--- config.mk ---
export PLATFORM = sky130hd
export DESIGN_NAME = ex_stage_flat
export DESIGN_NICKNAME = d
export VERILOG_FILES = /design/src/rtl/ex_stage_if.sv /design/src/rtl/ex_stage.sv /design/src/flat_wrapper.sv
export SDC_FILE = /design/constraint.sdc
export NUM_CORES = 1
export LEC_CHECK = 0
export ABC_AREA = 1
export BUFFER_PORTS_ARGS = -buffer_cell sky130_fd_sc_hd__buf_2
export CAP_MARGIN = 20
export CORE_AREA = 4 4 156 158
export DETAILED_ROUTE_END_ITERATION = 6
export DIE_AREA = 0 0 160 162
export GPL_TIMING_DRIVEN = 0
export MAX_ROUTING_LAYER = met4
export PLACE_DENSITY = 0.9
export SETUP_SLACK_MARGIN = 0.4
export SYNTH_ARGS = -nofsm -noshare
export SYNTH_HDL_FRONTEND = slang
export SYNTH_SLANG_ARGS = --single-unit
--- constraint.sdc ---
create_clock -name clk -period 9.25 [get_ports clk]
set_input_delay 1.85 -clock clk [delete_from_list [all_inputs] [get_ports clk]]
set_output_delay 1.85 -clock clk [all_outputs]
set_load 0.1 [all_outputs]
--- src/rtl/ex_stage_if.sv ---
// rtl/ex_stage_if.sv - ID/EX, MEM/WB forwarding and EX/MEM register bundle for the execute stage
interface ex_stage_if;
  logic [31:0] id_ex_pc;
  logic [31:0] id_ex_reg1;
  logic [31:0] id_ex_reg2;
  logic [31:0] id_ex_sign_ext;
  logic [4:0]  id_ex_rs;
  logic [4:0]  id_ex_rt;
  logic [4:0]  id_ex_rd;
  logic [1:0]  id_ex_alu_op;
  logic        id_ex_reg_dst;
  logic        id_ex_alu_src;
  logic        id_ex_mem_to_reg;
  logic        id_ex_reg_write;
  logic        id_ex_mem_read;
  logic        id_ex_mem_write;
  logic        id_ex_branch;
  logic        mem_wb_reg_write;
  logic [4:0]  mem_wb_dst;
  logic [31:0] mem_wb_data;
  logic [31:0] ex_mem_alu_result;
  logic [31:0] ex_mem_store_data;
  logic [31:0] ex_mem_branch_target;
  logic [4:0]  ex_mem_dst;
  logic        ex_mem_zero;
  logic        ex_mem_pc_src;
  logic        ex_mem_mem_to_reg;
  logic        ex_mem_reg_write;
  logic        ex_mem_mem_read;
  logic        ex_mem_mem_write;

  modport master (
    output id_ex_pc, id_ex_reg1, id_ex_reg2, id_ex_sign_ext,
    output id_ex_rs, id_ex_rt, id_ex_rd, id_ex_alu_op,
    output id_ex_reg_dst, id_ex_alu_src, id_ex_mem_to_reg, id_ex_reg_write,
    output id_ex_mem_read, id_ex_mem_write, id_ex_branch,
    output mem_wb_reg_write, mem_wb_dst, mem_wb_data,
    input  ex_mem_alu_result, ex_mem_store_data, ex_mem_branch_target, ex_mem_dst,
    input  ex_mem_zero, ex_mem_pc_src, ex_mem_mem_to_reg, ex_mem_reg_write,
    input  ex_mem_mem_read, ex_mem_mem_write
  );

  modport slave (
    input  id_ex_pc, id_ex_reg1, id_ex_reg2, id_ex_sign_ext,
    input  id_ex_rs, id_ex_rt, id_ex_rd, id_ex_alu_op,
    input  id_ex_reg_dst, id_ex_alu_src, id_ex_mem_to_reg, id_ex_reg_write,
    input  id_ex_mem_read, id_ex_mem_write, id_ex_branch,
    input  mem_wb_reg_write, mem_wb_dst, mem_wb_data,
    output ex_mem_alu_result, ex_mem_store_data, ex_mem_branch_target, ex_mem_dst,
    output ex_mem_zero, ex_mem_pc_src, ex_mem_mem_to_reg, ex_mem_reg_write,
    output ex_mem_mem_read, ex_mem_mem_write
  );
endinterface

--- src/rtl/ex_stage.sv ---
// rtl/ex_stage.sv - MIPS execute stage: forwarding, ALU, branch target and EX/MEM register
module ex_stage (
  input logic      clk,
  input logic      reset,
  input logic      flush,
  ex_stage_if.slave bus
);
  localparam logic [2:0] ALU_ADD  = 3'd0;
  localparam logic [2:0] ALU_SUB  = 3'd1;
  localparam logic [2:0] ALU_AND  = 3'd2;
  localparam logic [2:0] ALU_OR   = 3'd3;
  localparam logic [2:0] ALU_NOR  = 3'd4;
  localparam logic [2:0] ALU_SLT  = 3'd5;
  localparam logic [2:0] ALU_ZERO = 3'd6;

  logic [31:0] r_alu_result;
  logic [31:0] r_store_data;
  logic [31:0] r_branch_target;
  logic [4:0]  r_dst;
  logic        r_zero;
  logic        r_pc_src;
  logic        r_mem_to_reg;
  logic        r_reg_write;
  logic        r_mem_read;
  logic        r_mem_write;

  logic [31:0] w_op_a;
  logic [31:0] w_fwd_b;
  logic [31:0] w_op_b;
  logic [2:0]  w_alu_sel;
  logic [31:0] w_alu_result;
  logic        w_zero;
  logic [4:0]  w_dst;
  logic [31:0] w_branch_target;

  // EX/MEM is checked before MEM/WB so the younger producer always wins
  always_comb begin
    if (r_reg_write && (r_dst != 5'd0) && (r_dst == bus.id_ex_rs))
      w_op_a = r_alu_result;
    else if (bus.mem_wb_reg_write && (bus.mem_wb_dst != 5'd0) && (bus.mem_wb_dst == bus.id_ex_rs))
      w_op_a = bus.mem_wb_data;
    else
      w_op_a = bus.id_ex_reg1;
  end

  always_comb begin
    if (r_reg_write && (r_dst != 5'd0) && (r_dst == bus.id_ex_rt))
      w_fwd_b = r_alu_result;
    else if (bus.mem_wb_reg_write && (bus.mem_wb_dst != 5'd0) && (bus.mem_wb_dst == bus.id_ex_rt))
      w_fwd_b = bus.mem_wb_data;
    else
      w_fwd_b = bus.id_ex_reg2;
  end

  assign w_op_b = bus.id_ex_alu_src ? bus.id_ex_sign_ext : w_fwd_b;

  always_comb begin
    w_alu_sel = ALU_ADD;
    case (bus.id_ex_alu_op)
      2'b00: w_alu_sel = ALU_ADD;
      2'b01: w_alu_sel = ALU_SUB;
      2'b11: w_alu_sel = ALU_ADD;
      default: begin
        case (bus.id_ex_sign_ext[5:0])
          6'h20:   w_alu_sel = ALU_ADD;
          6'h22:   w_alu_sel = ALU_SUB;
          6'h24:   w_alu_sel = ALU_AND;
          6'h25:   w_alu_sel = ALU_OR;
          6'h27:   w_alu_sel = ALU_NOR;
          6'h2A:   w_alu_sel = ALU_SLT;
          default: w_alu_sel = ALU_ZERO;
        endcase
      end
    endcase
  end

  always_comb begin
    w_alu_result = 32'h0;
    case (w_alu_sel)
      ALU_ADD: w_alu_result = w_op_a + w_op_b;
      ALU_SUB: w_alu_result = w_op_a - w_op_b;
      ALU_AND: w_alu_result = w_op_a & w_op_b;
      ALU_OR:  w_alu_result = w_op_a | w_op_b;
      ALU_NOR: w_alu_result = ~(w_op_a | w_op_b);
      ALU_SLT: w_alu_result = ($signed(w_op_a) < $signed(w_op_b)) ? 32'h1 : 32'h0;
      default: w_alu_result = 32'h0;
    endcase
  end

  assign w_zero          = (w_alu_result == 32'h0);
  assign w_dst           = bus.id_ex_reg_dst ? bus.id_ex_rd : bus.id_ex_rt;
  assign w_branch_target = bus.id_ex_pc + {bus.id_ex_sign_ext[29:0], 2'b00};

  // A flush keeps the datapath but clears every control bit, so the bubble never forwards
  always_ff @(posedge clk or posedge reset) begin
    if (reset) begin
      r_alu_result    <= 32'h0;
      r_store_data    <= 32'h0;
      r_branch_target <= 32'h0;
      r_dst           <= 5'd0;
      r_zero          <= 1'b0;
      r_pc_src        <= 1'b0;
      r_mem_to_reg    <= 1'b0;
      r_reg_write     <= 1'b0;
      r_mem_read      <= 1'b0;
      r_mem_write     <= 1'b0;
    end else begin
      r_alu_result    <= w_alu_result;
      r_store_data    <= w_fwd_b;
      r_branch_target <= w_branch_target;
      r_dst           <= w_dst;
      r_zero          <= w_zero;
      if (flush) begin
        r_pc_src     <= 1'b0;
        r_mem_to_reg <= 1'b0;
        r_reg_write  <= 1'b0;
        r_mem_read   <= 1'b0;
        r_mem_write  <= 1'b0;
      end else begin
        r_pc_src     <= bus.id_ex_branch & w_zero;
        r_mem_to_reg <= bus.id_ex_mem_to_reg;
        r_reg_write  <= bus.id_ex_reg_write;
        r_mem_read   <= bus.id_ex_mem_read;
        r_mem_write  <= bus.id_ex_mem_write;
      end
    end
  end

  assign bus.ex_mem_alu_result    = r_alu_result;
  assign bus.ex_mem_store_data    = r_store_data;
  assign bus.ex_mem_branch_target = r_branch_target;
  assign bus.ex_mem_dst           = r_dst;
  assign bus.ex_mem_zero          = r_zero;
  assign bus.ex_mem_pc_src        = r_pc_src;
  assign bus.ex_mem_mem_to_reg    = r_mem_to_reg;
  assign bus.ex_mem_reg_write     = r_reg_write;
  assign bus.ex_mem_mem_read      = r_mem_read;
  assign bus.ex_mem_mem_write     = r_mem_write;
endmodule

--- src/flat_wrapper.sv ---
// flat-port wrapper written by rule: the top's interface ports become plain ports
module ex_stage_flat 
  (clk, reset, flush, bus_id_ex_pc, bus_id_ex_reg1, bus_id_ex_reg2, bus_id_ex_sign_ext, bus_id_ex_rs, bus_id_ex_rt, bus_id_ex_rd, bus_id_ex_alu_op, bus_id_ex_reg_dst, bus_id_ex_alu_src, bus_id_ex_mem_to_reg, bus_id_ex_reg_write, bus_id_ex_mem_read, bus_id_ex_mem_write, bus_id_ex_branch, bus_mem_wb_reg_write, bus_mem_wb_dst, bus_mem_wb_data, bus_ex_mem_alu_result, bus_ex_mem_store_data, bus_ex_mem_branch_target, bus_ex_mem_dst, bus_ex_mem_zero, bus_ex_mem_pc_src, bus_ex_mem_mem_to_reg, bus_ex_mem_reg_write, bus_ex_mem_mem_read, bus_ex_mem_mem_write);
  ex_stage_if bus_i ();
  input logic clk;
  input logic reset;
  input logic flush;
  input wire logic [$bits(bus_i.id_ex_pc)-1:0] bus_id_ex_pc;
  input wire logic [$bits(bus_i.id_ex_reg1)-1:0] bus_id_ex_reg1;
  input wire logic [$bits(bus_i.id_ex_reg2)-1:0] bus_id_ex_reg2;
  input wire logic [$bits(bus_i.id_ex_sign_ext)-1:0] bus_id_ex_sign_ext;
  input wire logic [$bits(bus_i.id_ex_rs)-1:0] bus_id_ex_rs;
  input wire logic [$bits(bus_i.id_ex_rt)-1:0] bus_id_ex_rt;
  input wire logic [$bits(bus_i.id_ex_rd)-1:0] bus_id_ex_rd;
  input wire logic [$bits(bus_i.id_ex_alu_op)-1:0] bus_id_ex_alu_op;
  input wire logic [$bits(bus_i.id_ex_reg_dst)-1:0] bus_id_ex_reg_dst;
  input wire logic [$bits(bus_i.id_ex_alu_src)-1:0] bus_id_ex_alu_src;
  input wire logic [$bits(bus_i.id_ex_mem_to_reg)-1:0] bus_id_ex_mem_to_reg;
  input wire logic [$bits(bus_i.id_ex_reg_write)-1:0] bus_id_ex_reg_write;
  input wire logic [$bits(bus_i.id_ex_mem_read)-1:0] bus_id_ex_mem_read;
  input wire logic [$bits(bus_i.id_ex_mem_write)-1:0] bus_id_ex_mem_write;
  input wire logic [$bits(bus_i.id_ex_branch)-1:0] bus_id_ex_branch;
  input wire logic [$bits(bus_i.mem_wb_reg_write)-1:0] bus_mem_wb_reg_write;
  input wire logic [$bits(bus_i.mem_wb_dst)-1:0] bus_mem_wb_dst;
  input wire logic [$bits(bus_i.mem_wb_data)-1:0] bus_mem_wb_data;
  output wire logic [$bits(bus_i.ex_mem_alu_result)-1:0] bus_ex_mem_alu_result;
  output wire logic [$bits(bus_i.ex_mem_store_data)-1:0] bus_ex_mem_store_data;
  output wire logic [$bits(bus_i.ex_mem_branch_target)-1:0] bus_ex_mem_branch_target;
  output wire logic [$bits(bus_i.ex_mem_dst)-1:0] bus_ex_mem_dst;
  output wire logic [$bits(bus_i.ex_mem_zero)-1:0] bus_ex_mem_zero;
  output wire logic [$bits(bus_i.ex_mem_pc_src)-1:0] bus_ex_mem_pc_src;
  output wire logic [$bits(bus_i.ex_mem_mem_to_reg)-1:0] bus_ex_mem_mem_to_reg;
  output wire logic [$bits(bus_i.ex_mem_reg_write)-1:0] bus_ex_mem_reg_write;
  output wire logic [$bits(bus_i.ex_mem_mem_read)-1:0] bus_ex_mem_mem_read;
  output wire logic [$bits(bus_i.ex_mem_mem_write)-1:0] bus_ex_mem_mem_write;
  assign bus_i.id_ex_pc = bus_id_ex_pc;
  assign bus_i.id_ex_reg1 = bus_id_ex_reg1;
  assign bus_i.id_ex_reg2 = bus_id_ex_reg2;
  assign bus_i.id_ex_sign_ext = bus_id_ex_sign_ext;
  assign bus_i.id_ex_rs = bus_id_ex_rs;
  assign bus_i.id_ex_rt = bus_id_ex_rt;
  assign bus_i.id_ex_rd = bus_id_ex_rd;
  assign bus_i.id_ex_alu_op = bus_id_ex_alu_op;
  assign bus_i.id_ex_reg_dst = bus_id_ex_reg_dst;
  assign bus_i.id_ex_alu_src = bus_id_ex_alu_src;
  assign bus_i.id_ex_mem_to_reg = bus_id_ex_mem_to_reg;
  assign bus_i.id_ex_reg_write = bus_id_ex_reg_write;
  assign bus_i.id_ex_mem_read = bus_id_ex_mem_read;
  assign bus_i.id_ex_mem_write = bus_id_ex_mem_write;
  assign bus_i.id_ex_branch = bus_id_ex_branch;
  assign bus_i.mem_wb_reg_write = bus_mem_wb_reg_write;
  assign bus_i.mem_wb_dst = bus_mem_wb_dst;
  assign bus_i.mem_wb_data = bus_mem_wb_data;
  assign bus_ex_mem_alu_result = bus_i.ex_mem_alu_result;
  assign bus_ex_mem_store_data = bus_i.ex_mem_store_data;
  assign bus_ex_mem_branch_target = bus_i.ex_mem_branch_target;
  assign bus_ex_mem_dst = bus_i.ex_mem_dst;
  assign bus_ex_mem_zero = bus_i.ex_mem_zero;
  assign bus_ex_mem_pc_src = bus_i.ex_mem_pc_src;
  assign bus_ex_mem_mem_to_reg = bus_i.ex_mem_mem_to_reg;
  assign bus_ex_mem_reg_write = bus_i.ex_mem_reg_write;
  assign bus_ex_mem_mem_read = bus_i.ex_mem_mem_read;
  assign bus_ex_mem_mem_write = bus_i.ex_mem_mem_write;
  ex_stage u_core (.clk(clk), .reset(reset), .flush(flush), .bus(bus_i));
endmodule
# Yosys cells after proc, flatten, opt, wreduce, memory -nomap -nowiden
# Index checks and enable logic that the tools add are counted.
dict set report totals {
  romBits 0
  latch_bits 0
  memories 0
  register_bits 107
  output_inout_bits 107
  ramBits 0
}
dict set report classes {
  add_sub_neg 3
  bitwise_logic 4
  n_mux 15
  eq_ne 17
  n_reduce_logical 12
  shifts 0
  order_cmp 1
  n_div 0
  n_mul 0
}
# op n
set op_table {}
lappend op_table {{$pmux W32 S6} 1}
lappend op_table {{$mux W32} 5}
lappend op_table {{$add A32 B32 Y32} 2}
lappend op_table {{$eq A6 B6 Y1 const B} 6}
lappend op_table {{$and A32 B32 Y32} 1}
lappend op_table {{$logic_not A32 Y1} 1}
lappend op_table {{$lt A32 B32 Y1} 1}
lappend op_table {{$not A32 Y32} 1}
lappend op_table {{$or A32 B32 Y32} 1}
lappend op_table {{$sub A32 B32 Y32} 1}
lappend op_table {{$eq A5 B5 Y1} 4}
lappend op_table {{$pmux W3 S6} 1}
lappend op_table {{$reduce_bool A5 Y1} 2}
lappend op_table {{$eq A3 B2 Y1 const B} 2}
lappend op_table {{$eq A3 B3 Y1 const B} 2}
lappend op_table {{$logic_and A1 B1 Y1} 6}
lappend op_table {{$mux W1} 6}
lappend op_table {{$pmux W3 S2} 1}
lappend op_table {{$mux W5} 1}
lappend op_table {{$eq A3 B1 Y1 const B} 1}
lappend op_table {{$logic_not A3 Y1} 1}
lappend op_table {{$eq A2 B1 Y1 const B} 1}
lappend op_table {{$eq A2 B2 Y1 const B} 1}
lappend op_table {{$logic_not A2 Y1} 1}
lappend op_table {{other kinds (2)} 2}

# Logic depth before layout (Yosys ltp)
dict set report logic_depth {
  depth_word 12
  depth_mapped 32
}

# Least setup slack after synthesis
# No wires, ideal clock.
dict set report synth_path {
  kind {input to register}
  from {in bus_mem_wb_dst[0]}
  to {reg u_core.r_pc_src (netlist: u_core.bus.ex_mem_pc_src)}
  setup_ps 69
  arrival_ps 5266
  cell_stages 30
  setup_slack_ps 3915
  path_buffers 2
  path_cell_list {or2_1 > o41ai_2 > nor3_1 > nand2_2 > inv_2 > buf_2 > buf_2 > o21ai_0 > o22ai_1 > nand2_1 > o21ai_0 > ha_1 > fa_1 > inv_1 > nand3_1 > nand2_1 > nand2_1 > nand2_1 > nand2_1 > nand2_1 > nand2_1 > nand2_1 > nand2_1 > nand3_1 > nand3_1 > nor2_1 > nand2_1 > nor2_1 > nand3_2 > nor2_2}
}
dict set report synth_via {
  elab_cells_between_ends 22
  cone_classes {add/sub: 2; order compare: 1; eq/ne: 2; mux: 8; bitwise: 4; reduce/logical: 5}
}
# element line
set synth_lines {}
lappend synth_lines {{from (decl)} flat_wrapper.sv:24} ;# input wire logic [$bits(bus_i.mem_wb_dst)-1:0] bus_mem_wb_dst;
lappend synth_lines {{$reduce_bool A5 Y1} ex_stage.sv:49} ;# else if (bus.mem_wb_reg_write && (bus.mem_wb_dst != 5'd0) && (bus.mem_wb_dst == bus.id_ex_rt))
lappend synth_lines {{$logic_and A1 B1 Y1} ex_stage.sv:49}
lappend synth_lines {{$logic_and A1 B1 Y1 *} ex_stage.sv:49}
lappend synth_lines {{$mux W32 *} ex_stage.sv:49}
lappend synth_lines {{$mux W32 *} ex_stage.sv:47} ;# if (r_reg_write && (r_dst != 5'd0) && (r_dst == bus.id_ex_rt))
lappend synth_lines {{via u_core.w_fwd_b[0]} ex_stage.sv:28} ;# logic [31:0] w_fwd_b;
lappend synth_lines {{$mux W32 *} ex_stage.sv:55} ;# assign w_op_b = bus.id_ex_alu_src ? bus.id_ex_sign_ext : w_fwd_b;
lappend synth_lines {{$sub A32 B32 Y32 / $add A32 B32 Y32 (equally long branches)} {ex_stage.sv:81, ex_stage.sv:80}}
lappend synth_lines {{$pmux W32 S6 *} ex_stage.sv:79} ;# case (w_alu_sel)
lappend synth_lines {{via u_core.w_alu_result[30]} ex_stage.sv:31} ;# logic [31:0] w_alu_result;
lappend synth_lines {{$logic_not A32 Y1 *} ex_stage.sv:90} ;# assign w_zero = (w_alu_result == 32'h0);
lappend synth_lines {{$and A1 B1 Y1 *} ex_stage.sv:120} ;# r_pc_src <= bus.id_ex_branch & w_zero;
lappend synth_lines {{$mux W1 *} ex_stage.sv:113} ;# if (flush) begin
lappend synth_lines {{to (signal assigned)} ex_stage.sv:120}
lappend synth_lines {{to (decl)} ex_stage.sv:21} ;# logic r_pc_src;
# Mark *: on every way through the listed nets, which the timed path passes. The rest lies on a longest branch.

# Worst setup path in the final report
# Same ends and word-level chain as after synthesis.

==> out/summary.txt <==
WHS = 631 ps
Overall routing resource usage = 0.452
Crit path setup slack, layout = 2480 ps
# DRC = 0
Setup repair bufs after CTS = 0
Final hold vios = 0
Chip Width = 160 um
Hold-fix buffers at CTS = 0
Min Tclk post-route = 6770 ps
Die height = 162 um
Total core area = 0.0231 mm2
Cell row count = 56
Critical Path End Type = flip-flop
Fillers = 2211
Final slew viol count = 0
Pwr Density = 165 mW/mm2
Initial antenna violation count = 10
CTS root buffer = clkbuf_16
Least-Margin Pin Slew = 980 ps
WL/cell = 20.3 um
Register area = 0.00268 mm2
Post-Synth Simple-Gate Area = 0.378
Min-Delay Path Depth = 2
Critical path type = in -> reg
Reg clk slew, reported paths = 80 ps
CP Launch Type = primary input
Final net count = 2939
Met2 Use GR = 0.714
Vias/cell = 5.87
Setup TNS = 0 ps
Remaining antenna violation count = 0
Synth Instances = 2307
P&R area growth vs syn = 16.2%
Fraction of synthesized cell area in xor and xnor cells = 0.0404
Syn nets = 2629
Place WS = 2400 ps
# setup viols final = 0
Busiest layer in global routing = met2
Resized cells post-CTS = 0
Crit path arrival time = 7080 ps
Routed Wire Length = 59300 um
Port bufs = 298
Part of the cycle the worst path needs = 0.732
Async SR Flop Fraction = 1.00
Primary FF master, synth = dfrtp_1
HPWL after DPL = 50200 um
Largest net degree at the start of global routing = 75
Vias = 17200
GRT overflow = 0
Utilization after layout = 0.687
GR Util met3 = 0.0974
CTS tree = done
Global-route wire length before repair = 88200 um
Starting density of the core = 0.591
FMAX = 0.148 GHz
Post-synthesis compound-gate area fraction = 0.120
Grt met1 use = 0.525
Hold wc startpoint = u_core.bus.ex_mem_alu_result[17]$_DFF_PP0_
Cell Area, Synth = 0.0137 mm2
Worst R2R Start = u_core.bus.ex_mem_dst[1]$_DFF_PP0_
Pwr Total = 2.61 mW
Drt first-iter violations = 2057
Crit path from = bus_mem_wb_dst[0]
Largest family of logic cells by synthesized area = simple AND/OR/NAND/NOR gates
Max Cap Violations = 0
TritonCTS buffer count = 9
Routability cong. = 1.16
CP max FO = 10
Worst Skew = 12.8 ps
Number of synthesized flops with an enable pin = 0
Leak pwr = 9.30 nW
YS warnings = 0
Die area = 0.0259 mm2
Hold Crit Class = reg -> reg
CTS sink count = 107
Reg2Reg Depth = 23
Multi-input logic area = 0.00905 mm2
CTS max path bufs = 2
CP Data Required Time = 9560 ps
Drt first pass iters = 6
Sequential share of the synthesized area = 0.196
Distinct cell type count after synthesis = 50
RSZ-0062 raised after global routing = no
Syn_area_per_cell = 5.92 um2
Ports = 300
Setup slack, reg-to-reg = 3460 ps
Worst vdd ir = 0.140 mV
Mux contribution to synthesized area = 0.00412
Vias in the first global route = 16200
Adder-cell share of the synthesized area = 0.120
Rel. slew slack = 0.340
Share of layout cells above drive strength 1 = 0.153
FF+latch count, synth = 107
CTS H-tree lvls = 3
Status = completed
Clk_lat worst skew = 380 ps
-- path summary, 6_finish.rpt --
| kind | end |
|---|---|
| worst max-delay path | u_core.bus.ex_mem_pc_src$_DFF_PP0_ |
| worst min-delay path | u_core.bus.ex_mem_store_data[17]$_DFF_PP0_ |
| worst max register to register | u_core.bus.ex_mem_pc_src$_DFF_PP0_ |
| worst min register to register | u_core.bus.ex_mem_store_data[17]$_DFF_PP0_ |
| max in group asynchronous | u_core.bus.ex_mem_alu_result[15]$_DFF_PP0_ |
| min in group asynchronous | u_core.bus.ex_mem_store_data[6]$_DFF_PP0_ |
-- kinds of logic (layout without fill, tap and decap cells) --
family	Yosys count	count (layout)
other	0	11
buffers and inverters	482	797
adders and majority gates	129	129
muxes	5	5
xor gates and xnor gates	63	63
DFF	107	107
AOI/OAI and AO/OA	289	289
and+or+nand+nor	1232	1232
-- layout make-up --
type | instances | area share
timing repair buffer | 299 | 0.0957
clock buffer | 9 | 0.0142
tap | 290 | 0.0229
clock inverter | 7 | 0.00457
antenna | 11 | 0.00173
inverter | 416 | 0.0985
sequential | 107 | 0.169
buffer | 66 | 0.0235
multi-input combinational | 1718 | 0.570
-- report_power, final --
group	leakage, nW	total (mW)	internal, mW	switching, mW
Clock	0.146	0.406	0.191	0.215
Combinational	7.87	1.61	0.350	1.26
Sequential	1.28	0.599	0.542	0.0566
-- cell usage after synthesis, types with 12 or more instances --
cell type  instances  share of area
dfrtp_1          107           0.20
o21bai_1          15         0.0082
clkbuf_1          20         0.0055
xnor2_1           15         0.0096
o211ai_1          33          0.018
a31oi_1           24          0.011
buf_2             25         0.0092
nor2_1           211          0.058
xor2_1            48          0.031
inv_1            409           0.11
o21ai_1           18         0.0066
nand3_1          203          0.074
nor3_1            21         0.0077
nand2_1          724           0.20
nand4_1           20         0.0092
o21ai_0          111          0.041
ha_1             126           0.12
or2_2             13         0.0060
a21oi_1           75          0.027
buf_6             12         0.0099
-- critical path: stages --
cell and delay [ps]:
buf_2 120, or2_1 240, o41ai_2 280, nor3_1 110, nand2_2 200, inv_2 50, buf_2 200, buf_1 320
nand2_1 140, a31oi_1 120, o21ai_0 810, ha_1 440, nor2_1 240, nand3_1 120, nand3_1 190, nand2_1 130
nand3_1 180, nand2_1 140, nand2_1 100, nand2_1 50, nand3_1 80, nand3_1 90, nor2_1 110, nand2_1 80
nor2_1 290, nand3_2 230, nor2_2 130
-- stage by stage --
stage          instance area (um2)  std cells
3_5_place_dp                 15600       2896
2_1_floorplan                13700       2307
5_1_grt                      15900       2923
6_report                     15900       2923
3_3_place_gp                 15500       2895
4_1_cts                      15800       2912
-- routing by layer --
metal	up-vias	routed length (um)
li1	7867	-
met1	7760	21300
met2	1237	26500
met3	299	6970
met4	0	4530
met5	-	0
-- layout by cell type (no fill, tap or decap), drive strengths merged, types with 5 or more instances in the layout --
| cell | netlist | routed |
|---|---|---|
| a31oi | 24 | 24 |
| a21oi | 76 | 76 |
| nor3 | 21 | 21 |
| nand3 | 207 | 207 |
| ha | 126 | 126 |
| buf | 46 | 345 |
| nor2 | 222 | 222 |
| dfrtp | 107 | 107 |
| nand2 | 729 | 729 |
| clkbuf | 20 | 29 |
| inv | 415 | 418 |
| xnor2 | 15 | 15 |
| clkinv | 1 | 5 |
| xor2 | 48 | 48 |
| mux2 | 5 | 5 |
| or2 | 14 | 14 |
| o211ai | 33 | 33 |
| diode | 0 | 11 |
| o21ai | 129 | 129 |
| nand4 | 21 | 21 |
| nand3b | 7 | 7 |
| o21bai | 15 | 15 |
(Power assumes the default switching activity.)
